$ cat config.mk
export PLATFORM = sky130hd
export DESIGN_NAME = apb_master_flat
export DESIGN_NICKNAME = d
export VERILOG_FILES = /design/src/rtl/apb_pkg.sv /design/src/rtl/apb_master_if.sv /design/src/rtl/apb_master.sv /design/src/flat_wrapper.sv
export SDC_FILE = /design/constraint.sdc
export NUM_CORES = 1
export LEC_CHECK = 0
export BUFFER_PORTS_ARGS = -buffer_cell sky130_fd_sc_hd__buf_4
export CAP_MARGIN = 20
export CORE_MARGIN = 1.5
export CORE_UTILIZATION = 40
export CTS_CLUSTER_SIZE = 28
export DETAILED_ROUTE_END_ITERATION = 8
export PLACE_DENSITY = 0.68
export SETUP_SLACK_MARGIN = 0.1
export SLEW_MARGIN = 20
export SYNTH_ARGS = -nofsm -noshare
export SYNTH_HDL_FRONTEND = slang
export SYNTH_SLANG_ARGS = --single-unit
$ cat constraint.sdc
create_clock -name PCLK -period 4.2 [get_ports PCLK]
set_input_delay 0.42 -clock PCLK [delete_from_list [all_inputs] [get_ports PCLK]]
set_output_delay 0.42 -clock PCLK [all_outputs]
set_load 0.02 [all_outputs]
$ cat src/rtl/apb_pkg.sv
// APB master shared types and defaults.
// Imported by the interface and the master.
package apb_pkg;

    typedef enum logic [1:0] {
        IDLE,
        SETUP,
        ACCESS
    } apb_state_e;

    localparam int APB_ADDR_W = 9;
    localparam int APB_DATA_W = 8;

    // The slave is chosen by the address MSB.
    function automatic int sel_bit(input int addr_w);
        return addr_w - 1;
    endfunction

    localparam int APB_SEL_BIT = sel_bit(APB_ADDR_W);

endpackage

$ cat src/rtl/apb_master_if.sv
// Command/response and two-slave APB bus bundle.
// The master modport drives requests out to the APB slaves.
interface apb_master_if
    import apb_pkg::*;
#(
    parameter int ADDR_W = APB_ADDR_W,
    parameter int DATA_W = APB_DATA_W
);

    logic              cmd_valid_i;
    logic              cmd_ready_o;
    logic              cmd_write_i;
    logic [ADDR_W-1:0] cmd_addr_i;
    logic [DATA_W-1:0] cmd_wdata_i;
    logic              rsp_valid_o;
    logic [DATA_W-1:0] rsp_rdata_o;
    logic              rsp_err_o;
    logic              PSEL1_o;
    logic              PSEL2_o;
    logic              PENABLE_o;
    logic              PWRITE_o;
    logic [ADDR_W-1:0] PADDR_o;
    logic [DATA_W-1:0] PWDATA_o;
    logic [DATA_W-1:0] PRDATA1_i;
    logic [DATA_W-1:0] PRDATA2_i;
    logic              PREADY1_i;
    logic              PREADY2_i;

    modport master (
        input  cmd_valid_i, cmd_write_i, cmd_addr_i, cmd_wdata_i,
        input  PRDATA1_i, PRDATA2_i, PREADY1_i, PREADY2_i,
        output cmd_ready_o, rsp_valid_o, rsp_rdata_o, rsp_err_o,
        output PSEL1_o, PSEL2_o, PENABLE_o, PWRITE_o,
        output PADDR_o, PWDATA_o
    );

    modport slave (
        output cmd_valid_i, cmd_write_i, cmd_addr_i, cmd_wdata_i,
        output PRDATA1_i, PRDATA2_i, PREADY1_i, PREADY2_i,
        input  cmd_ready_o, rsp_valid_o, rsp_rdata_o, rsp_err_o,
        input  PSEL1_o, PSEL2_o, PENABLE_o, PWRITE_o,
        input  PADDR_o, PWDATA_o
    );

endinterface

$ cat src/rtl/apb_master.sv
// Single-outstanding APB master driving two slaves,
// with a bounded wait-state timeout.
module apb_master
    import apb_pkg::*;
#(
    parameter int ADDR_W  = APB_ADDR_W,
    parameter int DATA_W  = APB_DATA_W,
    parameter int TIMEOUT = 16
) (
    input logic          PCLK,
    input logic          PRESET_n,
    apb_master_if.master bus
);

    localparam int SB    = sel_bit(ADDR_W);
    localparam int CNT_W = $clog2(TIMEOUT + 1);

    apb_state_e        state;
    logic [CNT_W-1:0]  wait_cnt;
    logic [CNT_W-1:0]  cnt_nxt;
    logic              cmd_ready;
    logic              rsp_valid;
    logic              rsp_err;
    logic [DATA_W-1:0] rsp_rdata;
    logic              psel1;
    logic              psel2;
    logic              penable;
    logic              pwrite;
    logic [ADDR_W-1:0] paddr;
    logic [DATA_W-1:0] pwdata;
    logic              sel_ready;
    logic [DATA_W-1:0] sel_rdata;

    always_comb begin
        sel_ready = bus.PREADY1_i;
        sel_rdata = bus.PRDATA1_i;
        if (paddr[SB]) begin
            sel_ready = bus.PREADY2_i;
            sel_rdata = bus.PRDATA2_i;
        end
    end

    assign cnt_nxt = wait_cnt + CNT_W'(1);

    always_ff @(posedge PCLK or negedge PRESET_n) begin
        if (!PRESET_n) begin
            state     <= IDLE;
            wait_cnt  <= '0;
            cmd_ready <= 1'b1;
            rsp_valid <= 1'b0;
            rsp_err   <= 1'b0;
            rsp_rdata <= '0;
            psel1     <= 1'b0;
            psel2     <= 1'b0;
            penable   <= 1'b0;
            pwrite    <= 1'b0;
            paddr     <= '0;
            pwdata    <= '0;
        end else begin
            rsp_valid <= 1'b0;
            rsp_err   <= 1'b0;
            unique case (state)
                IDLE: begin
                    if (bus.cmd_valid_i && cmd_ready) begin
                        paddr     <= bus.cmd_addr_i;
                        pwdata    <= bus.cmd_wdata_i;
                        pwrite    <= bus.cmd_write_i;
                        // Decode now so PSEL is already valid in SETUP.
                        psel1     <= !bus.cmd_addr_i[SB];
                        psel2     <= bus.cmd_addr_i[SB];
                        cmd_ready <= 1'b0;
                        state     <= SETUP;
                    end
                end
                SETUP: begin
                    penable  <= 1'b1;
                    wait_cnt <= '0;
                    state    <= ACCESS;
                end
                ACCESS: begin
                    if (sel_ready || cnt_nxt == CNT_W'(TIMEOUT)) begin
                        psel1     <= 1'b0;
                        psel2     <= 1'b0;
                        penable   <= 1'b0;
                        cmd_ready <= 1'b1;
                        rsp_valid <= 1'b1;
                        rsp_err   <= !sel_ready;
                        rsp_rdata <= (sel_ready && !pwrite) ? sel_rdata : '0;
                        state     <= IDLE;
                    end
                    if (!sel_ready) begin
                        wait_cnt <= cnt_nxt;
                    end
                end
                default: begin
                    state <= IDLE;
                end
            endcase
        end
    end

    assign bus.cmd_ready_o = cmd_ready;
    assign bus.rsp_valid_o = rsp_valid;
    assign bus.rsp_err_o   = rsp_err;
    assign bus.rsp_rdata_o = rsp_rdata;
    assign bus.PSEL1_o     = psel1;
    assign bus.PSEL2_o     = psel2;
    assign bus.PENABLE_o   = penable;
    assign bus.PWRITE_o    = pwrite;
    assign bus.PADDR_o     = paddr;
    assign bus.PWDATA_o    = pwdata;

endmodule

$ cat src/flat_wrapper.sv
// flat-port wrapper written by rule: the top's interface ports become plain ports
module apb_master_flat import apb_pkg::*;
#(
    parameter int ADDR_W  = APB_ADDR_W,
    parameter int DATA_W  = APB_DATA_W,
    parameter int TIMEOUT = 16
)
  (PCLK, PRESET_n, bus_cmd_valid_i, bus_cmd_write_i, bus_cmd_addr_i, bus_cmd_wdata_i, bus_PRDATA1_i, bus_PRDATA2_i, bus_PREADY1_i, bus_PREADY2_i, bus_cmd_ready_o, bus_rsp_valid_o, bus_rsp_rdata_o, bus_rsp_err_o, bus_PSEL1_o, bus_PSEL2_o, bus_PENABLE_o, bus_PWRITE_o, bus_PADDR_o, bus_PWDATA_o);
  apb_master_if #(.ADDR_W(ADDR_W), .DATA_W(DATA_W)) bus_i ();
  input logic PCLK;
  input logic PRESET_n;
  input wire logic [$bits(bus_i.cmd_valid_i)-1:0] bus_cmd_valid_i;
  input wire logic [$bits(bus_i.cmd_write_i)-1:0] bus_cmd_write_i;
  input wire logic [$bits(bus_i.cmd_addr_i)-1:0] bus_cmd_addr_i;
  input wire logic [$bits(bus_i.cmd_wdata_i)-1:0] bus_cmd_wdata_i;
  input wire logic [$bits(bus_i.PRDATA1_i)-1:0] bus_PRDATA1_i;
  input wire logic [$bits(bus_i.PRDATA2_i)-1:0] bus_PRDATA2_i;
  input wire logic [$bits(bus_i.PREADY1_i)-1:0] bus_PREADY1_i;
  input wire logic [$bits(bus_i.PREADY2_i)-1:0] bus_PREADY2_i;
  output wire logic [$bits(bus_i.cmd_ready_o)-1:0] bus_cmd_ready_o;
  output wire logic [$bits(bus_i.rsp_valid_o)-1:0] bus_rsp_valid_o;
  output wire logic [$bits(bus_i.rsp_rdata_o)-1:0] bus_rsp_rdata_o;
  output wire logic [$bits(bus_i.rsp_err_o)-1:0] bus_rsp_err_o;
  output wire logic [$bits(bus_i.PSEL1_o)-1:0] bus_PSEL1_o;
  output wire logic [$bits(bus_i.PSEL2_o)-1:0] bus_PSEL2_o;
  output wire logic [$bits(bus_i.PENABLE_o)-1:0] bus_PENABLE_o;
  output wire logic [$bits(bus_i.PWRITE_o)-1:0] bus_PWRITE_o;
  output wire logic [$bits(bus_i.PADDR_o)-1:0] bus_PADDR_o;
  output wire logic [$bits(bus_i.PWDATA_o)-1:0] bus_PWDATA_o;
  assign bus_i.cmd_valid_i = bus_cmd_valid_i;
  assign bus_i.cmd_write_i = bus_cmd_write_i;
  assign bus_i.cmd_addr_i = bus_cmd_addr_i;
  assign bus_i.cmd_wdata_i = bus_cmd_wdata_i;
  assign bus_i.PRDATA1_i = bus_PRDATA1_i;
  assign bus_i.PRDATA2_i = bus_PRDATA2_i;
  assign bus_i.PREADY1_i = bus_PREADY1_i;
  assign bus_i.PREADY2_i = bus_PREADY2_i;
  assign bus_cmd_ready_o = bus_i.cmd_ready_o;
  assign bus_rsp_valid_o = bus_i.rsp_valid_o;
  assign bus_rsp_rdata_o = bus_i.rsp_rdata_o;
  assign bus_rsp_err_o = bus_i.rsp_err_o;
  assign bus_PSEL1_o = bus_i.PSEL1_o;
  assign bus_PSEL2_o = bus_i.PSEL2_o;
  assign bus_PENABLE_o = bus_i.PENABLE_o;
  assign bus_PWRITE_o = bus_i.PWRITE_o;
  assign bus_PADDR_o = bus_i.PADDR_o;
  assign bus_PWDATA_o = bus_i.PWDATA_o;
  apb_master #(.ADDR_W(ADDR_W), .DATA_W(DATA_W), .TIMEOUT(TIMEOUT)) u_core (.PCLK(PCLK), .PRESET_n(PRESET_n), .bus(bus_i));
endmodule
==> results by group <==
Timing
  • Worst-margin pin slew: 0.830 ns
  • Peak Freq: 424 MHz
  • Hold violation total from the final report: 0
  • Final Slew Violations: 0
  • Fin crit share: roughly 56%
  • Min Tclk post-route: about 2.4 ns
  • Final setup viols: 0
  • RSZ-0062 raised after global routing: false
  • Hold Slack: 0.0846 ns
  • Max_slew headroom: between 40% and 50%
  • Final setup TNS: 0 ns
  • Setup Skew: between 0.01 and 0.015 ns

Floorplanning
  • Die width: between 60 and 70 um
  • Full die area: between 0.004 and 0.005 mm2
  • Initial core utilization: between 40% and 50%
  • Row count: 23
  • Die height: a little under 70 um
  • IO Pins: 71
  • Core Region: 0.00409 mm2

Placement
  • Final GP Congestion: between 0.8 and 0.9
  • Final HPWL DP: 2810 um
  • # port buffers: 70

Logic synthesis
  • Yosys reg bits: 39
  • Synth top area share: 54.8%
  • Mean Syn Cell Area: ~10 um2
  • Async SR Flop Fraction: 100%
  • Synthesized Nets: 212
  • Leading area contributor after synthesis: dfrtp_1
  • Post-synth top flop: dfrtp_1
  • Post-Syn Area: around 0.0017 mm2
  • Ys Warns: 0
  • Seq/Total Area, Yosys: between 50% and 60%
  • Syn Inst Count: around 170
  • Cell variety after synth: 38
  • Main area contributors after synthesis: dfrtp_1, nand2_1, mux2i_1
  • EDFF count, synth: 0

CTS
  • Clock sink count: 39
  • CTS max path bufs: 2
  • TritonCTS Buffers: 5
  • Clk Latency, worst-skew pair: 0.29 ns
  • Setup Buffers After CTS: 0
  • H-tree depth reported by CTS: 2
  • CTS Hold Buffers Added: 0
  • Post-CTS sizing: 0
  • CTS tree: yes
  • Clock root cell: clkbuf_8
  • Clock transition at path regs: 0.08 ns

Detailed routing
  • 1st-iter DRT viols: approximately 110
  • Detailed-router iteration count before antenna repair: 4
  • DRC violations left: 0
  • Vias per cell: 4.88
  • Via Count: approximately 1400
  • DRT antenna net count: 0
  • Routed wire length per instance: 13.1 um
  • Routed WL: 3840 um

Power
  • Switch share: approximately two fifths
  • Leakage: about 1.2 nW
  • Power density cells: 680 mW/mm2
  • Switch Pwr: 645 uW
  • Peak supply drop: 0.429 mV
  • Int Power: 963 uW
  • Combinational power share: between 40 and 50%
  • Reg power frac: about two fifths
  • Clock power share: ~15%

Global route
  • First-pass GRT wire length: approximately 6300 um
  • Congestion Overflow GR: 0
  • Tot GR Track Use: 18.1%
  • Largest net degree at the start of global routing: 40
  • Vias in the first global route: around 1400
  • Antenna violations before repair: 0

Cells and area
  • Util after Layout: around 58%
  • Final net count: between 200 and 300
  • Share of cells above drive strength 1: about a third
  • ANT cells: 0
  • P&R area growth vs syn: 36.2%

Job
  • Maxcap violations: 0

Setup path
  • Req. time, crit path: about 4.4 ns
  • Crit Path Max Fanout: 23
  • WP data arrival: 2.52 ns
  • Worst Setup Start Kind: flop
  • CP endpoint kind: flop
  • WS Path Type: reg2reg

Min path
  • Hold Path Class: in2async

Outcome
  • Status: completed
## area by class of cell
cell class                 count  area [um2]
fill                         385        1720
sequential                    39         977
multi-input combinational    120         698
timing repair buffer          70         526
clock buffer                   8        80.1
tap                           50        62.6
inverter                       6        22.5
## cell families (layout without fill, tap and decap cells)
group	after synthesis	after routing	share of synthesized area, %
and+or+nand+nor	80	80	20.5
DFF	39	39	56.3
AOI/OAI and AO/OA	29	29	13.0
buffers and inverters	13	84	3.53
muxes	10	10	6.05
adders and majority gates	1	1	0.720
## cells in the mapped netlist (2+ instances only)
cell       count
a21oi_1        4
and3_1         2
clkbuf_1       4
dfrtp_1       38
inv_1          4
mux2i_1        9
nand2_1       60
nand2b_1       3
nand3_1        3
nor2_1         4
nor4_1         2
o21ai_0        3
o21ai_1        2
o22ai_1        2
o22ai_2        2
o2bb2ai_1      8
## layout by cell type, fill, tap and decap left out
cell type,netlist,routed
a21oi_1,4,4
a21oi_2,1,1
a21oi_4,1,1
a31oi_1,1,1
and2_1,1,1
and3_1,2,2
buf_4,1,70
clkbuf_1,4,3
clkbuf_8,0,5
clkinv_1,1,1
dfrtp_1,38,38
dfstp_2,1,1
ha_1,1,1
inv_1,4,4
inv_2,1,1
mux2_4,1,1
mux2i_1,9,9
nand2_1,60,60
nand2b_1,3,3
nand3_1,3,3
nand4_1,1,1
nand4b_1,1,1
nor2_1,4,4
nor3_1,1,1
nor4_1,2,2
nor4b_4,1,1
o2111ai_1,1,1
o21a_1,1,1
o21ai_0,3,3
o21ai_1,2,2
o21ai_2,1,1
o22ai_1,2,2
o22ai_2,2,2
o2bb2ai_1,8,8
o311ai_1,1,1
o31ai_1,1,1
or3_1,1,1
## state kept, by name, summed over array words and instances (netlist names), 2 cells and up
register and cells:
u_core.bus.PWDATA_o 8, u_core.bus.PADDR_o 9, u_core.wait_cnt 5, u_core.state 2, u_core.bus.rsp_rdata_o 8
## through the flow
step | power (mW) | setup slack (ns) | instances | cell area, um2
after global placement | 1.38 | 1.85 | 285 | 2290
final | 1.61 | 1.84 | 293 | 2370
after global routing | 1.73 | 1.53 | 293 | 2370
after floorplan | 1.09 | 2.68 | 172 | 1740
after CTS | 1.63 | 1.81 | 293 | 2370
after detailed placement | 1.39 | 1.82 | 285 | 2290
## final timing paths
check	start	endpoint	slack [ns]	depth (start not counted)
max	u_core.state[0]	u_core.bus.PSEL2_o	1.84	5
min	PRESET_n	u_core.wait_cnt[0]	0.08	1
max reg2reg	u_core.state[0]	u_core.bus.PSEL2_o	1.84	5
min reg2reg	u_core.bus.cmd_ready_o	u_core.bus.cmd_ready_o	0.48	2
max in group asynchronous	PRESET_n	u_core.bus.cmd_ready_o	3.75	1
min in group PCLK	bus_cmd_wdata_i[3]	u_core.bus.PWDATA_o[3]	0.32	3
## critical path, stage by stage (launching register included)
cell,delay [ns]
dfrtp_1,0.53
nor2_1,0.09
nand3_1,0.59
clkinv_1,0.68
nand2_1,0.28
o21ai_2,0.07
## layer usage
| layer | vias to the layer above | share of wire, % | global-route usage, % |
|---|---|---|---|
| li1 | 725 | - | - |
| met1 | 663 | 48 | 25.0 |
| met2 | 37 | 44 | 26.2 |
| met3 | 5 | 6.4 | 6.82 |
| met4 | 0 | 1.4 | 5.88 |
| met5 | - | 0 | 0 |
## power by group through the flow
stage | logic (mW) | clock network [mW] | registers [mW]
finish | 0.709 | 0.235 | 0.665
detailed placement | 0.720 | 0 | 0.669
global route | 0.774 | 0.265 | 0.688
global placement | 0.710 | 0 | 0.673
floorplan | 0.300 | 0 | 0.786
CTS | 0.719 | 0.246 | 0.666
Power figures use the tool's default switching activity.
